### src/rtl/usb_bulk_in_sched.sv
// Bulk-IN packet scheduler: answers each IN token with NAK, a data packet of up to MAX_PKT bytes,
// or a ZLP, then waits for the host handshake. Define SCHED_TIMEOUT_EN for a handshake timeout.
module usb_bulk_in_sched #(
  parameter int unsigned WIDTH   = 8,
  parameter int unsigned MAX_PKT = 512,
  parameter int unsigned TIMEOUT = 1023
) (
  input  logic             clock,
  input  logic             reset,
  input  logic             s_tvalid,
  output logic             s_tready,
  input  logic             s_tlast,
  input  logic [WIDTH-1:0] s_tdata,
  input  logic             tok_in_i,
  input  logic             hs_ack_i,
  input  logic             hs_err_i,
  output logic             m_tvalid,
  input  logic             m_tready,
  output logic             m_tlast,
  output logic [WIDTH-1:0] m_tdata,
  output logic             nak_o,
  output logic             zlp_o,
  output logic             busy_o,
  output logic             drop_o
);

  localparam int unsigned CntW = (MAX_PKT > 1) ? $clog2(MAX_PKT) : 1;

  typedef enum logic [2:0] {StIdle, StNak, StZlp, StSend, StWait} state_e;

  state_e          r_state;
  logic [CntW-1:0] r_cnt;
  logic            r_zlp_pend;
  logic            r_nak;
  logic            r_zlp;
  logic            r_drop;
  logic            r_busy;

  logic            w_send;
  logic            w_cnt_max;
  logic            w_beat;
  logic            w_tmo;

  assign w_send    = (r_state == StSend);
  assign w_cnt_max = (r_cnt == CntW'(MAX_PKT - 1));

  // Data path is a straight pass-through while sending; gated to zero otherwise.
  assign m_tvalid = w_send & s_tvalid;
  assign m_tdata  = w_send ? s_tdata : '0;
  assign m_tlast  = w_send & s_tvalid & (s_tlast | w_cnt_max);
  assign s_tready = w_send & m_tready;
  assign w_beat   = m_tvalid & m_tready;

  assign nak_o  = r_nak;
  assign zlp_o  = r_zlp;
  assign busy_o = r_busy;
  assign drop_o = r_drop;

`ifdef SCHED_TIMEOUT_EN
  localparam int unsigned TmW = (TIMEOUT > 1) ? $clog2(TIMEOUT + 1) : 1;

  logic [TmW-1:0] r_tmr;

  // Held at TIMEOUT outside WAIT, so it starts full on WAIT entry.
  always_ff @(posedge clock) begin
    if (reset || (r_state != StWait)) begin
      r_tmr <= TmW'(TIMEOUT);
    end else if (r_tmr != '0) begin
      r_tmr <= r_tmr - 1'b1;
    end
  end

  assign w_tmo = (r_state == StWait) && (r_tmr == '0);
`else
  logic w_unused_timeout;
  assign w_unused_timeout = ^TIMEOUT;
  assign w_tmo            = 1'b0;
`endif

  always_ff @(posedge clock) begin
    if (reset) begin
      r_state    <= StIdle;
      r_cnt      <= '0;
      r_zlp_pend <= 1'b0;
      r_nak      <= 1'b0;
      r_zlp      <= 1'b0;
      r_drop     <= 1'b0;
      r_busy     <= 1'b0;
    end else begin
      r_nak  <= 1'b0;
      r_zlp  <= 1'b0;
      r_drop <= 1'b0;
      unique case (r_state)
        StIdle: begin
          if (tok_in_i) begin
            r_busy <= 1'b1;
            if (r_zlp_pend) begin
              r_state <= StZlp;
              r_zlp   <= 1'b1;
            end else if (s_tvalid) begin
              r_state <= StSend;
            end else begin
              r_state <= StNak;
              r_nak   <= 1'b1;
            end
          end
        end
        StNak: begin
          r_state <= StIdle;
          r_busy  <= 1'b0;
        end
        StZlp: begin
          r_zlp_pend <= 1'b0;
          r_state    <= StWait;
        end
        StSend: begin
          if (w_beat) begin
            if (m_tlast) begin
              r_cnt   <= '0;
              r_state <= StWait;
              // A transfer ending exactly on a full packet needs a trailing ZLP.
              if (s_tlast && w_cnt_max) begin
                r_zlp_pend <= 1'b1;
              end
            end else begin
              r_cnt <= r_cnt + 1'b1;
            end
          end
        end
        StWait: begin
          if (hs_err_i || w_tmo) begin
            r_drop  <= 1'b1;
            r_state <= StIdle;
            r_busy  <= 1'b0;
          end else if (hs_ack_i) begin
            r_state <= StIdle;
            r_busy  <= 1'b0;
          end
        end
        default: begin
          r_state <= StIdle;
          r_busy  <= 1'b0;
        end
      endcase
    end
  end

endmodule
### config.mk
export PLATFORM = sky130hd
export DESIGN_NAME = usb_bulk_in_sched
export DESIGN_NICKNAME = d
export VERILOG_FILES = /design/src/rtl/usb_bulk_in_sched.sv
export SDC_FILE = /design/constraint.sdc
export NUM_CORES = 1
export LEC_CHECK = 0
export ABC_AREA = 1
export CAP_MARGIN = 20
export CORE_UTILIZATION = 34
export DETAILED_ROUTE_END_ITERATION = 8
export RECOVER_POWER = 100
export SKIP_LAST_GASP = 1
export SLEW_MARGIN = 20
export SYNTH_ARGS = -nofsm -noshare
export SYNTH_HDL_FRONTEND = slang
export SYNTH_SLANG_ARGS = --single-unit
export TNS_END_PERCENT = 20
### constraint.sdc
create_clock -name clock -period 2.24 [get_ports clock]
set_input_delay 0.448 -clock clock [delete_from_list [all_inputs] [get_ports clock]]
set_output_delay 0.448 -clock clock [all_outputs]
set_load 0.02 [all_outputs]
==> Flow_metrics.wiki, run 1 <==
{| class="wikitable"
! Metric !! Value
|-
| Hpwl dp || 1.88 mm
|-
| Number of global-route vias before repair || approximately 910
|-
| Setup skew after layout || 0.00287 ns
|-
| CP most frequent cell || sky130_fd_sc_hd__clkdlybuf4s50_1
|-
| Post-route antenna net violation count || 0
|-
| Area of the die || 2910 um^2
|-
| Number of max-slew violations in the final report || 0
|-
| Endpoint arrival time on the critical path || 1.81 ns
|-
| TritonCTS clock tree || built
|-
| TritonCTS Sinks || 17
|-
| Number of different library cells in the post-synthesis netlist || 23
|-
| Sum of buffers and inverters on the critical path || 3
|-
| Worst hold path type || flop to flop
|-
| Largest cells by area after synthesis || sky130_fd_sc_hd__dfxtp_1 37%, sky130_fd_sc_hd__nand2_1 11%, sky130_fd_sc_hd__inv_1 9.4%, sky130_fd_sc_hd__nor2_1 9.4%, sky130_fd_sc_hd__a21oi_1 6.0%
|-
| # DRC || 0
|-
| Final Critical Period || roughly 2.3 ns
|-
| Net switching component of the power || 330 uW
|-
| Core region area || 2520 um^2
|-
| Number of nets in the finished design || 206
|-
| Static leakage || 0.000684 uW
|-
| Part of the power in combinational logic || 0.367
|-
| Detailed Route Iter0 Violations || 15
|-
| Ratio of cells with drive above 1 in the final layout || 0.214
|-
| Clock Tree Root || sky130_fd_sc_hd__clkbuf_4
|-
| Max_cap viols || 0
|-
| First-pass GRT wire length || about 3.7 mm
|-
| Launch point of the worst hold path || r_zlp_pend
|-
| Die W || 53.9 um
|-
| Kind of critical path || input pin to output pin
|-
| Port-buffer cells || 30
|-
| Share of the synthesized area in the top cell type || 0.372
|-
| Crit start category || input pin
|-
| FF-to-FF setup slack || 0.29 ns
|-
| Routed vias || about 1000
|-
| # setup viols final || 2
|-
| Clock H-tree levels || 1
|-
| Placed cells || 211
|-
| Type of element capturing the critical path || output pin
|-
| Maximum operating frequency || 443 MHz
|-
| Boundary Pins || 31
|-
| Clock buffers created by TritonCTS || 3
|-
| Slew Limit Headroom || 0.794
|-
| Series of cell instances along the critical path || clkdlybuf4s50_1 -> nand4_2 -> inv_1 -> clkdlybuf4s50_1
|-
| Cell Area, Synth || 916 um^2
|-
| Post-synthesis net count || 155
|-
| Total inserted antenna cells || 0
|-
| CP required || 1.79 ns
|-
| Clk network pwr share || 0.191
|-
| Count of cells along the worst hold path || 1
|-
| Initial core utilization || 0.363
|-
| Non-filler instance count after layout || 217
|-
| Overall routing resource usage || 0.182
|-
| Post-route worst setup slack || -0.0161 ns
|-
| Via-per-instance ratio || 4.63
|-
| Seq pwr share || 0.441
|-
| Synth-to-layout area growth || 58.1%
|-
| Largest driver fanout on the critical path || 3
|-
| Count of standard-cell rows || 18
|-
| Crit Reg-Reg Startpoint || r_cnt[1]
|-
| Setup repair after global routing missed its margin || true
|-
| Final worst path period share || 1.01
|-
| Average detailed-routed wire length per instance || 10.9 um
|-
| Number of cells on the worst reg-to-reg path || 13
|-
| Die span in y || ~54 um
|-
| Violations in the final reports || setup timing
|-
| Internal power || 552 uW
|-
| Count of mapped cells out of synthesis || 137
|-
| Placer Congestion || just over 0.8
|-
| Hold Violations, Final || 0
|-
| Share of synthesized area occupied by flip-flops and latches || 0.372
|-
| Maximum vdd ir drop || 0.000542 V
|-
| Slew at the pin closest to its max-slew limit || 0.308 ns
|-
| Top Family by Delay on Critical Path || buffers and inverters
|-
| Largest net degree at the start of global routing || 10
|-
| Switching share of total power || 0.374
|-
| Clock latency at the later pin of the worst-skew pair || 0.29 ns
|-
| Clock Pin Slew Worst Setup and Hold Paths || 0.10 ns
|-
| Number of antenna violations at the first check in global routing || 0
|-
| Post-detailed-routing wire length || between 2 and 2.5 mm
|-
| Setup total negative slack || -0.0265 ns
|-
| Yosys warning total || 0
|-
| Total grt overflow || 0
|-
| Worst r2r dst || r_state[2]
|-
| Worst Hold Path EP || nak_o
|-
| Cell type contributing the most total cell area after synthesis || sky130_fd_sc_hd__dfxtp_1
|-
| DR pass1 iterations || 4
|-
| Result of the run || finished, violations left
|-
| Critical-path cell with the highest stage delay || sky130_fd_sc_hd__clkdlybuf4s50_1
|-
| Cell area power density || between 600 and 700 nW/um^2
|-
| Deepest clock path buffer count || 2
|-
| Average cell area after synthesis || 6.69 um^2
|-
| Number of flip-flops and latches in the synthesized netlist || 17
|-
| Max incr delay on CP || 0.60 ns
|}
## cell type report
class / instances / area (um^2)
multi-input cells: 94 / 512
fillers: 256 / 1070
clock buffers: 4 / 26.3
well taps: 30 / 37.5
inverters: 24 / 90.1
repair buffers: 48 / 438
flip-flops and latches: 17 / 344
## layer usage
layer  track usage  wire length (um)
met1         0.208              1050
met2         0.323              1220
met3        0.0593                61
met4        0.0395                20
met5             0                 0
## sequential cells by signal, indices dropped and copies added, names as in the netlist
name        count
drop_o          1
r_zlp_pend      1
r_cnt           9
r_state         3
busy_o          1
nak_o           1
zlp_o           1
## synthesized netlist by cell type
library cell and n:
sky130_fd_sc_hd__nor3_1 2, sky130_fd_sc_hd__a21oi_1 11, sky130_fd_sc_hd__nor3_2 1, sky130_fd_sc_hd__clkinv_1 1
sky130_fd_sc_hd__nand2_1 28, sky130_fd_sc_hd__nand3b_1 2, sky130_fd_sc_hd__or2_2 1, sky130_fd_sc_hd__inv_1 23
sky130_fd_sc_hd__clkbuf_1 1, sky130_fd_sc_hd__nor2_2 1, sky130_fd_sc_hd__nor2_1 23, sky130_fd_sc_hd__nor2_4 1
sky130_fd_sc_hd__nand4_2 1, sky130_fd_sc_hd__o21ai_2 1, sky130_fd_sc_hd__xor2_1 2, sky130_fd_sc_hd__nor3b_1 1
sky130_fd_sc_hd__nand3_2 1, sky130_fd_sc_hd__dfxtp_1 17, sky130_fd_sc_hd__buf_6 1, sky130_fd_sc_hd__nand4_1 3
sky130_fd_sc_hd__o21ai_0 4, sky130_fd_sc_hd__nand3_1 9, sky130_fd_sc_hd__ha_1 2
## how the worst max path moves through the flow
stage / startpoint / end / slack, ns / cells past startpoint
floorplan: r_cnt[0] / m_tlast / 0.20 / 10
global placement: r_cnt[0] / m_tlast / -0.22 / 11
detailed placement: r_cnt[1] / m_tlast / -0.28 / 11
CTS: r_cnt[1] / m_tlast / -0.11 / 11
global route: r_cnt[1] / m_tlast / -0.16 / 11
finish: s_tvalid / m_tvalid / -0.02 / 4
## cells by family after synthesis
logic type	count (synthesis)	share of synthesized area
buffers and inverters	26	0.115
flip-flops	17	0.372
AND/OR/NAND/NOR	74	0.376
AO/OA/AOI/OAI	16	0.0915
XOR/XNOR	2	0.0191
adder cells (fa/ha/maj)	2	0.0273
## timing repair
item / 4_1_cts / 5_1_grt
buffers inserted: 0 / 2
hold buffers: 0 / 0
pin swaps: 1 / 7
endpoints found under the setup margin: 11 / 11
gates resized for setup: 6 / 17
## power by group through the flow
stage	registers [uW]	clock network [uW]	logic (uW)
2_1_floorplan	397	0	182
3_3_place_gp	391	0	319
3_5_place_dp	393	0	321
4_1_cts	386	173	322
5_1_grt	395	193	359
6_report	389	169	324
## worst register-to-register path: stages, from the launching register on
cell	delay [ns]
sky130_fd_sc_hd__dfxtp_2	0.36
sky130_fd_sc_hd__ha_4	0.15
sky130_fd_sc_hd__nand2_4	0.06
sky130_fd_sc_hd__nor3b_4	0.20
sky130_fd_sc_hd__nand2_1	0.07
sky130_fd_sc_hd__nor2_1	0.11
sky130_fd_sc_hd__ha_2	0.22
sky130_fd_sc_hd__nor2_4	0.04
sky130_fd_sc_hd__buf_4	0.13
sky130_fd_sc_hd__o21ai_0	0.15
sky130_fd_sc_hd__nand2_1	0.08
sky130_fd_sc_hd__nor2_1	0.17
sky130_fd_sc_hd__nor2_1	0.06
sky130_fd_sc_hd__nor2_1	0.09
## placed cells by master (no fill, tap or decap)
cell	count
sky130_fd_sc_hd__nor2_4	2
sky130_fd_sc_hd__nand3b_1	2
sky130_fd_sc_hd__clkbuf_4	3
sky130_fd_sc_hd__dfxtp_1	14
sky130_fd_sc_hd__nand3_1	9
sky130_fd_sc_hd__dlygate4sd3_1	1
sky130_fd_sc_hd__dfxtp_2	3
sky130_fd_sc_hd__nand3_2	1
sky130_fd_sc_hd__nand4_2	1
sky130_fd_sc_hd__nor2_1	22
sky130_fd_sc_hd__dlygate4sd2_1	1
sky130_fd_sc_hd__clkbuf_1	1
sky130_fd_sc_hd__nor3b_4	1
sky130_fd_sc_hd__nand2_1	27
sky130_fd_sc_hd__clkdlybuf4s50_1	26
sky130_fd_sc_hd__a21oi_1	11
sky130_fd_sc_hd__xor2_1	2
sky130_fd_sc_hd__ha_4	1
sky130_fd_sc_hd__o21ai_2	1
sky130_fd_sc_hd__nor3_2	1
sky130_fd_sc_hd__nor3_1	2
sky130_fd_sc_hd__or2_2	1
sky130_fd_sc_hd__nand4_1	3
sky130_fd_sc_hd__buf_4	18
sky130_fd_sc_hd__o21ai_0	4
sky130_fd_sc_hd__dlymetal6s2s_1	1
sky130_fd_sc_hd__ha_2	1
sky130_fd_sc_hd__inv_1	21
sky130_fd_sc_hd__nand2_4	1
sky130_fd_sc_hd__buf_6	1
sky130_fd_sc_hd__inv_2	3
sky130_fd_sc_hd__nor2_2	1
## metrics by stage
step                cell area (um^2)  hold slack (ns)  worst slack (ns)  total power (uW)   util
global placement                1360            0.446            -0.224               710  0.539
floorplan                        916            0.415             0.204               579      -
detailed placement              1360            0.440            -0.282               714  0.539
global route                    1450            0.493            -0.162               947  0.574
finish                          1450            0.465           -0.0161               882  0.574
CTS                             1380            0.465            -0.110               881  0.549
Note: power is estimated with default switching activity, not from simulation.
==> inputs of run 2 (changes only) <==
--- a/config.mk
+++ b/config.mk
@@ -10,6 +10,8 @@
 export CORE_UTILIZATION = 34
 export DETAILED_ROUTE_END_ITERATION = 8
 export RECOVER_POWER = 100
+export REMOVE_ABC_BUFFERS = 1
+export SETUP_SLACK_MARGIN = 0.2
 export SKIP_LAST_GASP = 1
 export SLEW_MARGIN = 20
 export SYNTH_ARGS = -nofsm -noshare
==> Flow_metrics.wiki, run 2 (synthesis results as in run 1) <==
{| class="wikitable"
! Metric !! Value
|-
| Result of the run || finished, violations left
|-
| Violations in the final reports || setup timing
|-
| Via-per-instance ratio || 4.58
|-
| Met2 Track Usage GR || 0.284
|-
| Clock buffers created by TritonCTS || 3
|-
| Clock Tree Root || sky130_fd_sc_hd__clkbuf_4
|-
| Boundary Pins || 31
|-
| Core region area || between 2000 and 3000 um^2
|-
| Area of combinational cells with multiple inputs || 503 um^2
|-
| Met1 GRT Util || 0.214
|-
| Static leakage || 0.000723 uW
|-
| Crit Reg-Reg Startpoint || r_cnt[1]
|-
| Total grt overflow || 0
|-
| TritonCTS Sinks || 17
|-
| Post-route worst setup slack || -0.0120 ns
|-
| Setup repair after global routing missed its margin || true
|-
| Max_cap viols || 0
|-
| Hpwl dp || 1.86 mm
|-
| TritonCTS clock tree || built
|-
| # setup viols final || 1
|-
| Clock Pin Slew Worst Setup and Hold Paths || roughly 0.10 ns
|-
| Setup skew after layout || between 0.005 and 0.006 ns
|-
| Clock latency at the later pin of the worst-skew pair || between 0.2 and 0.3 ns
|-
| Maximum operating frequency || 444 MHz
|-
| Max FFs per register || 9
|-
| Die span in y || about 54 um
|-
| Fillers || 235
|-
| Worst hold path type || flop to flop
|-
| Overall routing resource usage || 0.168
|-
| Die W || 53.9 um
|-
| Sequential Area || 343 um^2
|-
| Launch point of the worst hold path || r_zlp_pend
|-
| Kind of critical path || flop to output pin
|-
| Average detailed-routed wire length per instance || around 11 um
|-
| Crit start category || flop
|-
| Type of element capturing the critical path || output pin
|-
| CP required || 1.79 ns
|-
| Slew at the pin closest to its max-slew limit || 0.423 ns
|-
| Placer Congestion || roughly 0.85
|-
| Met3 GRT Util || 0.0339
|-
| Detailed Route Iter0 Violations || 16
|-
| Number of antenna violations at the first check in global routing || 0
|-
| Endpoint arrival time on the critical path || 1.80 ns
|-
| Ratio of cells with drive above 1 in the final layout || 0.216
|-
| Hold Violations, Final || 0
|-
| First-pass GRT wire length || 3.55 mm
|-
| Hold bufs inserted after CTS || 0
|-
| Most frequent cells in the layout || 27 x sky130_fd_sc_hd__nand2_1, 23 x sky130_fd_sc_hd__clkdlybuf4s50_1, 23 x sky130_fd_sc_hd__buf_4
|-
| Final Critical Period || 2.25 ns
|-
| Slew Limit Headroom || 0.715
|-
| Crit. Startpoint || r_cnt[1]
|-
| Registers with the most flip-flops || r_cnt (9), r_state (3)
|-
| Port-buffer cells || 30
|-
| Post-detailed-routing wire length || 2.39 mm
|-
| Post-route antenna net violation count || 0
|-
| Total inserted antenna cells || 0
|-
| Most frequent standard cell in the layout excluding fill and tap cells || sky130_fd_sc_hd__nand2_1
|-
| # DRC || 0
|-
| Number of nets in the finished design || 213
|-
| Routed vias || 1026
|-
| Largest driver fanout on the critical path || 2
|-
| GRT Max-Usage Layer || met2
|-
| Clock H-tree levels || 1
|-
| DR pass1 iterations || 4
|-
| Initial core utilization || 0.363
|-
| Area of the die || 2910 um^2
|-
| Synth-to-layout area growth || 62.0%
|-
| Count of standard-cell rows || 18
|-
| Number of max-slew violations in the final report || 0
|-
| Final worst path period share || 1.01
|-
| Number of global-route vias before repair || approximately 860
|-
| Post-DP Area || 1390 um^2
|-
| Maximum vdd ir drop || slightly below 0.0005 V
|-
| Total chip power || 871 uW
|-
| Largest net degree at the start of global routing || 10
|-
| Register with the most flip-flops || r_cnt
|-
| Post-layout instance area || about 1500 um^2
|-
| Cell area power density || 587 nW/um^2
|-
| Deepest clock path buffer count || 2
|}
## run 2: cell count changes in the layout (fill, tap and decap cells not counted), sizes merged
cell           before  now
clkdlybuf4s50      26   23
inv                24   23
clkinv              0    1
dlygate4sd3         1    4
clkbuf              4    6
buf                19   24
## run 2: path summary, 6_finish.rpt
kind / to / slack (ns) / cells after the start
min: nak_o / 0.45 / 1
max reg2reg: r_state[1] / 0.27 / 12
max: m_tlast / -0.01 / 11
min reg2reg: nak_o / 0.45 / 1
## run 2: layout make-up
cell class,count,area share
sequential,17,0.231
clock buffer,4,0.0177
timing repair buffer,55,0.325
tap,30,0.0253
inverter,24,0.0616
multi-input combinational,94,0.339
## run 2: what timing repair did
item | 4_1_cts | 5_1_grt
setup buffers | 1 | 4
endpoints found under the setup margin | 13 | 14
gates resized for setup | 10 | 12
pin swaps | 1 | 7
## run 2: routing by layer
layer | vias up | part of all wire | wire length [um]
met5 | - | 0 | 0
met4 | 0 | 0.0042 | 10
met3 | 2 | 0.066 | 158
met2 | 25 | 0.45 | 1090
met1 | 454 | 0.47 | 1130
li1 | 545 | - | -
## run 2: worst max-delay path, cell delays in order, from the launching register on
cell	delay (ns)
sky130_fd_sc_hd__dfxtp_2	0.37
sky130_fd_sc_hd__ha_4	0.15
sky130_fd_sc_hd__nand2_4	0.06
sky130_fd_sc_hd__nor3b_4	0.20
sky130_fd_sc_hd__nand2_1	0.07
sky130_fd_sc_hd__nor2_1	0.11
sky130_fd_sc_hd__ha_2	0.21
sky130_fd_sc_hd__nor2_4	0.04
sky130_fd_sc_hd__inv_2	0.04
sky130_fd_sc_hd__nand3_2	0.07
sky130_fd_sc_hd__inv_2	0.08
sky130_fd_sc_hd__buf_6	0.11
## run 2: stage by stage
step                      setup slack, ns   util  cells  hold slack (ns)  TNS, ns
after floorplan                     0.204      -    135            0.415        0
after CTS                         -0.0312  0.566    220            0.457   -0.199
final                             -0.0120  0.588    224            0.449  -0.0120
after global placement             -0.214  0.551    215            0.430   -0.216
after detailed placement           -0.289  0.551    215            0.439   -0.289
after global routing               -0.155  0.588    224            0.482   -0.891
## run 2: power breakdown
group | total, uW | switching, uW | internal [uW] | leakage [uW]
logic | 335 | 195 | 141 | 0.000569
clock network | 159 | 90.4 | 69.0 | 0.0000150
registers | 377 | 37.6 | 339 | 0.000139
total | 871 | 323 | 549 | 0.000723
==> inputs of run 3 (changes only) <==
--- a/config.mk
+++ b/config.mk
@@ -6,7 +6,6 @@
 export NUM_CORES = 1
 export LEC_CHECK = 0
 export ABC_AREA = 1
-export CAP_MARGIN = 20
 export CORE_UTILIZATION = 34
 export DETAILED_ROUTE_END_ITERATION = 8
 export RECOVER_POWER = 100
==> constraint.sdc (replaced) <==
create_clock -name clock -period 2.7 [get_ports clock]
set_input_delay 0.54 -clock clock [delete_from_list [all_inputs] [get_ports clock]]
set_output_delay 0.54 -clock clock [all_outputs]
set_load 0.02 [all_outputs]
==> Flow_metrics.wiki, run 3 (synthesis results as in run 1) <==
{| class="wikitable"
! Metric !! Value
|-
| Placer Congestion || 0.760
|-
| Endpoint arrival time on the critical path || 2.02 ns
|-
| # DRC || 0
|-
| TritonCTS Sinks || 17
|-
| Clock latency at the later pin of the worst-skew pair || 0.29 ns
|-
| Average detailed-routed wire length per instance || 10.4 um
|-
| Slew Limit Headroom || 0.489
|-
| Cell area power density || 541 nW/um^2
|-
| # setup viols final || 0
|-
| Maximum operating frequency || a little under 400 MHz
|-
| Number of antenna violations at the first check in global routing || 0
|-
| Hpwl dp || 1.61 mm
|-
| Synth-to-layout area growth || 41.3%
|-
| Kind of critical path || input pin to output pin
|-
| DR pass1 iterations || 4
|-
| Register with the most flip-flops || r_cnt
|-
| Worst hold path type || flop to flop
|-
| Die span in y || around 54 um
|-
| Number of max-slew violations in the final report || 0
|-
| Setup repair after global routing missed its margin || true
|-
| Number of global-route vias before repair || 781
|-
| Max_cap viols || 0
|-
| TritonCTS clock tree || built
|-
| Core region area || 2520 um^2
|-
| Result of the run || finished clean
|-
| Fillers || 269
|-
| Crit start category || input pin
|-
| Area of the die || slightly below 3000 um^2
|-
| Most frequent standard cell in the layout excluding fill and tap cells || sky130_fd_sc_hd__nand2_1
|-
| Maximum vdd ir drop || 0.000390 V
|-
| Static leakage || 0.000583 uW
|-
| Via-per-instance ratio || 4.66
|-
| Overall routing resource usage || 0.155
|-
| Clock buffers created by TritonCTS || 3
|-
| Boundary Pins || 31
|-
| Count of standard-cell rows || 18
|-
| Clock Tree Root || sky130_fd_sc_hd__clkbuf_4
|-
| Hold Violations, Final || 0
|-
| CP required || roughly 2.2 ns
|-
| Ratio of cells with drive above 1 in the final layout || 0.110
|-
| Port-buffer cells || 30
|-
| Type of element capturing the critical path || output pin
|-
| Most frequent cells in the layout || 28 x sky130_fd_sc_hd__nand2_1, 24 x sky130_fd_sc_hd__nor2_1, 22 x sky130_fd_sc_hd__inv_1
|-
| Routed vias || ~940
|-
| Largest net degree at the start of global routing || 14
|-
| Total inserted antenna cells || 0
|-
| Slew at the pin closest to its max-slew limit || 0.764 ns
|-
| Initial core utilization || 0.363
|-
| Final worst path period share || 0.947
|-
| Total grt overflow || 0
|-
| Placed cells || about 200
|-
| Post-detailed-routing wire length || 2.09 mm
|-
| Clock H-tree levels || 1
|-
| Setup total negative slack || 0 ns
|-
| Non-filler instance count after layout || 202
|-
| Post-route worst setup slack || roughly 0.14 ns
|-
| Setup skew after layout || 0.0102 ns
|-
| Deepest clock path buffer count || 2
|-
| Post-route antenna net violation count || 0
|-
| Final Critical Period || between 2 and 3 ns
|-
| Detailed Route Iter0 Violations || 19
|-
| Largest driver fanout on the critical path || 5
|-
| Die W || 53.9 um
|-
| Number of nets in the finished design || between 150 and 200
|-
| Setup Slack @ Placement || approximately 0.011 ns
|-
| First-pass GRT wire length || 3.25 mm
|-
| Max FFs per register || 9
|-
| Registers with the most flip-flops || r_cnt (9), r_state (3)
|-
| Clock Pin Slew Worst Setup and Hold Paths || 0.09 ns
|}
==> run 3: cell count changes in the layout (fill, tap and decap cells not counted), moves of 2 or more <==
cell | previous run | this run
sky130_fd_sc_hd__nor2_1 | 22 | 24
sky130_fd_sc_hd__buf_4 | 23 | 4
sky130_fd_sc_hd__clkdlybuf4s50_1 | 23 | 14
sky130_fd_sc_hd__dlygate4sd3_1 | 4 | 14
sky130_fd_sc_hd__nor2_4 | 2 | 0
==> run 3: critical path: stages <==
cell and delay (ns):
sky130_fd_sc_hd__dlygate4sd3_1 0.67, sky130_fd_sc_hd__nand4_2 0.15, sky130_fd_sc_hd__inv_1 0.07, sky130_fd_sc_hd__clkdlybuf4s50_1 0.60
==> run 3: power by group <==
part | switching [uW] | internal, uW
combinational | 144 | 101
sequential | 36.7 | 281
clock | 79.1 | 57.3
==> run 3: final cells by class <==
type | count | area (um^2) | share of cell area
clock buffer | 4 | 26.3 | 0.0203
inverter | 24 | 91.3 | 0.0706
multi-input combinational | 94 | 483 | 0.373
sequential | 17 | 342 | 0.264
tap | 30 | 37.5 | 0.0290
timing repair buffer | 33 | 314 | 0.243
==> run 3: final timing paths <==
kind              cells past startpoint       start         end  slack, ns
hold reg to reg                       1  r_zlp_pend       nak_o       0.45
hold / removal                        1  r_zlp_pend       nak_o       0.45
setup reg to reg                     12    r_cnt[1]  r_state[0]       0.69
setup / recovery                      4    s_tvalid    m_tvalid       0.14
==> run 3: metrics by stage <==
step | cell area (um^2) | hold slack [ns] | util | power [uW]
after floorplan | 901 | 0.415 | - | 478
after global placement | 1250 | 0.439 | 0.497 | 580
after detailed placement | 1250 | 0.443 | 0.497 | 581
after CTS | 1280 | 0.455 | 0.508 | 714
after global routing | 1290 | 0.493 | 0.513 | 755
final | 1290 | 0.453 | 0.513 | 700
==> run 3: per-layer routing <==
layer	vias up	global-route usage	routed length [um]
met4	0	0.0658	20
met5	-	0	0
met1	402	0.204	1000
met3	2	0.0311	199
met2	39	0.243	873
li1	498	-	-
==> run 3: timing repair <==
action                     4_1_cts  5_1_grt
pin swaps                        1        1
buffers inserted                 0        1
hold buffers                     0        0
cloned                           0        0
setup endpoints to repair       11       11
resized for setup                6        8
